**config.mk**
```make
export PLATFORM = sky130hd
export DESIGN_NAME = boa_peri_gpio_irq
export DESIGN_NICKNAME = d
export VERILOG_FILES = /design/src/rtl/boa_peri_gpio_irq.sv
export SDC_FILE = /design/constraint.sdc
export NUM_CORES = 1
export LEC_CHECK = 0
export BUFFER_PORTS_ARGS = -buffer_cell sky130_fd_sc_hd__buf_4
export CORE_MARGIN = 2
export CORE_UTILIZATION = 62
export DETAILED_ROUTE_END_ITERATION = 12
export GPL_TIMING_DRIVEN = 0
export PLACE_DENSITY_LB_ADDON = 0.1
export SKIP_LAST_GASP = 1
export SLEW_MARGIN = 20
export SYNTH_ARGS = -nofsm -noshare
export SYNTH_HDL_FRONTEND = slang
export SYNTH_SLANG_ARGS = --single-unit
```
**constraint.sdc**
```tcl
create_clock -name i_clk -period 2.9 [get_ports i_clk]
set_input_delay 0.435 -clock i_clk [delete_from_list [all_inputs] [get_ports i_clk]]
set_output_delay 0.435 -clock i_clk [all_outputs]
set_load 0.01 [all_outputs]
```
**src/rtl/boa_peri_gpio_irq.sv**
```systemverilog
// Parametrised Boa32 GPIO: atomic set/clr/tgl outputs, synchronised inputs, edge-detect pending bits, level irq.
// Optional per-pin glitch filter (register 0x28) when BOA_GPIO_FILTER_EN is defined.
module boa_peri_gpio_irq #(
    parameter logic [31:0] addr        = 32'h8000_0000,
    parameter int unsigned width       = 32,
    parameter int unsigned sync_stages = 2
) (
    input  logic             i_clk,
    input  logic             i_rst_n,
    input  logic             i_bus_re,
    input  logic [3:0]       i_bus_we,
    input  logic [31:0]      i_bus_addr,
    input  logic [31:0]      i_bus_wdata,
    output logic [31:0]      o_bus_rdata,
    output logic             o_bus_ready,
    output logic [width-1:0] o_pin_out,
    output logic [width-1:0] o_pin_oe,
    input  logic [width-1:0] i_pin_in,
    output logic             o_irq
);

    localparam logic [3:0] A_OUT  = 4'h0;
    localparam logic [3:0] A_OE   = 4'h1;
    localparam logic [3:0] A_IN   = 4'h2;
    localparam logic [3:0] A_SET  = 4'h3;
    localparam logic [3:0] A_CLR  = 4'h4;
    localparam logic [3:0] A_TGL  = 4'h5;
    localparam logic [3:0] A_RISE = 4'h6;
    localparam logic [3:0] A_FALL = 4'h7;
    localparam logic [3:0] A_PEND = 4'h8;
    localparam logic [3:0] A_MASK = 4'h9;
`ifdef BOA_GPIO_FILTER_EN
    localparam logic [3:0] A_FILT = 4'hA;
`endif

    logic [width-1:0] r_out, r_oe, r_rise, r_fall, r_pend, r_mask, r_in_d;
    logic [width-1:0] r_sync [sync_stages];
    logic [31:0]      r_rdata;
    logic             r_ready, r_irq;

    logic             w_req, w_wr, w_aligned, w_unused;
    logic [3:0]       w_idx;
    logic [31:0]      w_bmask, w_rdata;
    logic [width-1:0] w_m, w_wm, w_sync, w_in, w_edge, w_clr;

    assign w_aligned = (i_bus_addr[1:0] == 2'b00);
    assign w_idx     = i_bus_addr[5:2];
    assign w_req     = (i_bus_addr[31:6] == addr[31:6]) && (i_bus_re || (|i_bus_we));
    assign w_wr      = w_req && (|i_bus_we) && w_aligned;
    assign w_bmask   = {{8{i_bus_we[3]}}, {8{i_bus_we[2]}}, {8{i_bus_we[1]}}, {8{i_bus_we[0]}}};
    assign w_m       = w_bmask[width-1:0];
    assign w_wm      = i_bus_wdata[width-1:0] & w_m;
    assign w_unused  = &{1'b0, i_bus_wdata};

    always_ff @(posedge i_clk or negedge i_rst_n) begin
        if (!i_rst_n) begin
            for (int unsigned i = 0; i < sync_stages; i++) r_sync[i] <= '0;
        end else begin
            r_sync[0] <= i_pin_in;
            for (int unsigned i = 1; i < sync_stages; i++) r_sync[i] <= r_sync[i-1];
        end
    end
    assign w_sync = r_sync[sync_stages-1];

`ifdef BOA_GPIO_FILTER_EN
    logic [3:0]       r_filt_cfg;
    logic [width-1:0] r_filt;
    logic [3:0]       r_cnt [width];
    logic [width-1:0] w_commit;

    // Commit is combinational on the qualifying cycle so FILT=0 adds no latency.
    always_comb begin
        w_commit = '0;
        for (int unsigned i = 0; i < width; i++)
            w_commit[i] = (w_sync[i] != r_filt[i]) && (r_cnt[i] >= r_filt_cfg);
    end
    assign w_in = r_filt ^ w_commit;

    always_ff @(posedge i_clk or negedge i_rst_n) begin
        if (!i_rst_n) begin
            r_filt     <= '0;
            r_filt_cfg <= '0;
            for (int unsigned i = 0; i < width; i++) r_cnt[i] <= '0;
        end else begin
            r_filt <= w_in;
            for (int unsigned i = 0; i < width; i++)
                r_cnt[i] <= ((w_sync[i] == r_filt[i]) || w_commit[i]) ? 4'd0 : r_cnt[i] + 4'd1;
            if (w_wr && (w_idx == A_FILT) && i_bus_we[0])
                r_filt_cfg <= i_bus_wdata[3:0];
        end
    end
`else
    assign w_in = w_sync;
`endif

    assign w_edge = (w_in & ~r_in_d & r_rise) | (~w_in & r_in_d & r_fall);
    assign w_clr  = (w_wr && (w_idx == A_PEND)) ? w_wm : '0;

    always_comb begin
        w_rdata = '0;
        if (w_aligned) begin
            case (w_idx)
                A_OUT:  w_rdata = 32'(r_out);
                A_OE:   w_rdata = 32'(r_oe);
                A_IN:   w_rdata = 32'(w_in);
                A_RISE: w_rdata = 32'(r_rise);
                A_FALL: w_rdata = 32'(r_fall);
                A_PEND: w_rdata = 32'(r_pend);
                A_MASK: w_rdata = 32'(r_mask);
`ifdef BOA_GPIO_FILTER_EN
                A_FILT: w_rdata = {28'd0, r_filt_cfg};
`endif
                default: w_rdata = '0;
            endcase
        end
    end

    always_ff @(posedge i_clk or negedge i_rst_n) begin
        if (!i_rst_n) begin
            r_out   <= '0;
            r_oe    <= '0;
            r_rise  <= '0;
            r_fall  <= '0;
            r_mask  <= '0;
            r_pend  <= '0;
            r_in_d  <= '0;
            r_rdata <= '0;
            r_ready <= 1'b0;
            r_irq   <= 1'b0;
        end else begin
            r_ready <= w_req;
            r_rdata <= (w_req && i_bus_re) ? w_rdata : '0;
            r_in_d  <= w_in;
            // New edges are ORed in after the W1C so a same-cycle set wins.
            r_pend  <= (r_pend & ~w_clr) | w_edge;
            r_irq   <= |(r_pend & r_mask);
            if (w_wr) begin
                case (w_idx)
                    A_OUT:  r_out  <= (r_out  & ~w_m) | w_wm;
                    A_SET:  r_out  <= r_out | w_wm;
                    A_CLR:  r_out  <= r_out & ~w_wm;
                    A_TGL:  r_out  <= r_out ^ w_wm;
                    A_OE:   r_oe   <= (r_oe   & ~w_m) | w_wm;
                    A_RISE: r_rise <= (r_rise & ~w_m) | w_wm;
                    A_FALL: r_fall <= (r_fall & ~w_m) | w_wm;
                    A_MASK: r_mask <= (r_mask & ~w_m) | w_wm;
                    default: ;
                endcase
            end
        end
    end

    assign o_bus_rdata = r_rdata;
    assign o_bus_ready = r_ready;
    assign o_pin_out   = r_out;
    assign o_pin_oe    = r_oe;
    assign o_irq       = r_irq;

endmodule

```
==> metrics.md <==
| Metric | Value |
|---|---|
| Finished Layout Cells | 1708 |
| I/O Buffers | 200 |
| Startpoint types | input pin |
| Initial Util | 62.6% |
| Final period utilization | 86.7% |
| WL final | 41.3 mm |
| Lkg Pwr | 8.25 nW |
| Boundary Pins | 201 |
| Layout cell share with drive strength beyond 1 | 33.0% |
| MaxCap Viol Count | 0 |
| Placed Cells incl. Taps | 1648 |
| Gp weighted congestion | 0.927 |
| Cell count after synthesis | 1126 |
| Fin. Hold Viols | 0 |
| Slew margin rel. | 39.1% |
| Worst Path Arrival | 2900 ps |
| Synth warn | 0 |
| RSZ-0062 raised after global routing | false |
| Clock root cell | clkbuf_16 |
| Mapped Nets | 1261 |
| Setup CP Type | input pin to flop |
| Clock slew at reported path FFs | 60 ps |
| Status | complete, no violations |
| Final worst setup slack | 385 ps |
| Fin util | 75.8% |
| Worst skew pair latency | 510 ps |
| First-pass GRT wire length | 62.6 mm |
| Post-DRT Antenna Nets | 0 |
| Number of global-route vias before repair | 10600 |
| Worst path required time | 3280 ps |
| Final Setup Violations | 0 |
| Antenna diodes | 0 |
| IR drop worst, VDD | 0.000494 V |
| DRT iter0 DRCs | 892 |
| Worst-Margin Slew | 913 ps |
| Critical path, cell by cell | buf_4 -> and2_1 -> clkbuf_1 -> and2_1 -> clkbuf_1 -> and3_1 -> buf_2 -> mux2_1 |
| Die height | 158 um |
| Fin. max-slew vios | 0 |
| Minimum clock period | 2520 ps |
| Fin area | 17700 um2 |
| P per Cell Area | 533 nW/um2 |
| Nets | 1502 |
| Post-synth cell types | 47 |
| Slowest-stage cell, CP | clkbuf_1 |
| Via Count | 10700 |
| GRT Overall Usage | 34.0% |
| Setup Buffers After CTS | 0 |
| Sequential area share after synthesis | 55.2% |
| Placed instance area | 16600 um2 |
| Worst-path fanout max | 10 |
| Area grow syn2layout | 21.1% |
| DRC violations left | 0 |
| Type of destination of the critical path | flop |
| Detailed placement HPWL | 28.6 mm |
| Iteration count of the initial detailed-routing pass | 8 |
| Hold Crit Class | input pin to flop |
| Die span in x | 158 um |
| Cts repair resizes | 0 |
| Slowest stage delay, CP | 680 ps |
| H-Tree Level Count | 2 |
| Number of antenna violations at the first check in global routing | 0 |
| Clock Skews | 10.2 ps |
| Pin count of the biggest net entering global routing | 104 |
| Synthesized area | 14600 um2 |
| Number of synthesized register bits | 322 |
| Max Root-Sink Buffers | 3 |
| CTS tree | built |
| Synthesized area per cell | 13.0 um2 |
| Max Clock Freq | 398 MHz |
| Routed vias/inst | 6.29 |
| CTS Buf Count | 35 |
| Congestion Overflow GR | 0 |
| Clock sinks | 322 |
| Rows | 56 |
| Core Footprint | 23300 um2 |
| WL per Instance | 24.2 um |
| Setup slack at placement | -17.3 ps |
| TNS Setup | 0 ps |
| Die area | 24800 um2 |
-- Yosys cell counts, drive strengths merged --
cell,n,share of area [%]
a22oi,39,2.0
buf,33,1.3
or4,2,0.13
nor3b,2,0.10
a22o,34,2.0
dfrtp,322,55
and2,8,0.34
mux4,27,4.2
a221oi,12,0.72
mux2i,43,2.9
nand3b,33,1.7
nand4bb,1,0.077
and3,4,0.17
xor2,1,0.060
nand3,3,0.10
nand4,11,1.3
a21o,4,0.21
inv,16,0.41
o211ai,48,2.5
o2111ai,2,0.28
o21ai,91,3.1
clkbuf,29,0.75
a21oi,5,0.17
nand2,136,3.5
nor4,8,0.74
nor2,36,0.98
mux2,138,12
nor2b,3,0.13
ha,32,2.7
nor4b,1,0.16
nor3,2,0.10
-- final cells by class --
class                   count  area (um2)
plain buffers              62         300
multi-input cells         726        6190
fillers                  1522        5650
clock inverters            10        83.8
inverters                  16        60.1
flip-flops and latches    322        8060
repair buffers            204        1600
clock buffers              49         988
well taps                 319         399
-- power by group --
| group | total (mW) | switching, mW | internal (mW) |
|---|---|---|---|
| registers | 4.61 | 0.0431 | 4.56 |
| clock network | 4.20 | 1.74 | 2.46 |
| logic | 0.616 | 0.380 | 0.236 |
-- per-stage QoR --
stage	hold slack, ps	total power [mW]
global route	14.3	9.72
finish	26.8	9.42
CTS	12.5	9.46
detailed placement	335	5.29
global placement	332	5.26
floorplan	139	4.93
-- critical path, delay by kind of cell --
family	cells	cell delay, ps
buffers and inverters	4	1480
AND/OR/NAND/NOR	3	600
multiplexers	1	360
-- cell families after synthesis --
family	synth area share, %
muxes	19.0
adders and majority gates	2.74
and+or+nand+nor	9.59
buffers and inverters	2.47
xor gates and xnor gates	0.0600
AOI/OAI and AO/OA	11.0
DFF	55.2
-- worst paths after layout --
path	slack, ps	start	endpoint	cells past startpoint
min	30	i_pin_in[12]	r_sync[44]	1
min reg2reg	340	r_sync[34]	w_in[2]	0
max	380	i_bus_addr[4]	flop	8
max in group asynchronous	1230	i_rst_n	async pin	4
min in group asynchronous	470	i_rst_n	o_bus_rdata[3]	2
max reg2reg	820	r_pend[22]	o_irq	4
-- layer usage --
| layer | vias up | global-route usage [%] | wire length (um) |
|---|---|---|---|
| li1 | 4633 | - | - |
| met1 | 5368 | 45.4 | 16000 |
| met2 | 592 | 52.8 | 19500 |
| met3 | 144 | 7.79 | 3860 |
| met4 | 0 | 16.9 | 1880 |
| met5 | - | 0 | 0 |
-- layout by cell type, fill, tap and decap left out, types with 4 or more instances in the layout --
| cell | count |
|---|---|
| a221oi_1 | 12 |
| clkbuf_8 | 6 |
| mux4_2 | 27 |
| a21o_1 | 4 |
| nor2_1 | 34 |
| clkinv_2 | 6 |
| o21ai_1 | 8 |
| and3_1 | 4 |
| nand4_4 | 8 |
| nand2_1 | 134 |
| ha_1 | 32 |
| o211ai_1 | 48 |
| nand3b_1 | 33 |
| mux2_1 | 16 |
| mux2_4 | 48 |
| dfrtp_1 | 322 |
| mux2i_1 | 43 |
| clkbuf_1 | 36 |
| o21ai_0 | 83 |
| mux2_2 | 74 |
| inv_1 | 16 |
| buf_2 | 26 |
| a21oi_1 | 5 |
| and2_1 | 8 |
| a22oi_1 | 39 |
| clkbuf_16 | 35 |
| buf_4 | 202 |
| a22o_1 | 34 |
-- what timing repair did --
| action | in CTS | in global routing |
|---|---|---|
| hold buffers | 1 | 0 |
| endpoints found under the setup margin | 0 | 0 |
| hold endpoints to repair | 64 | 0 |
(Power assumes the default switching activity.)
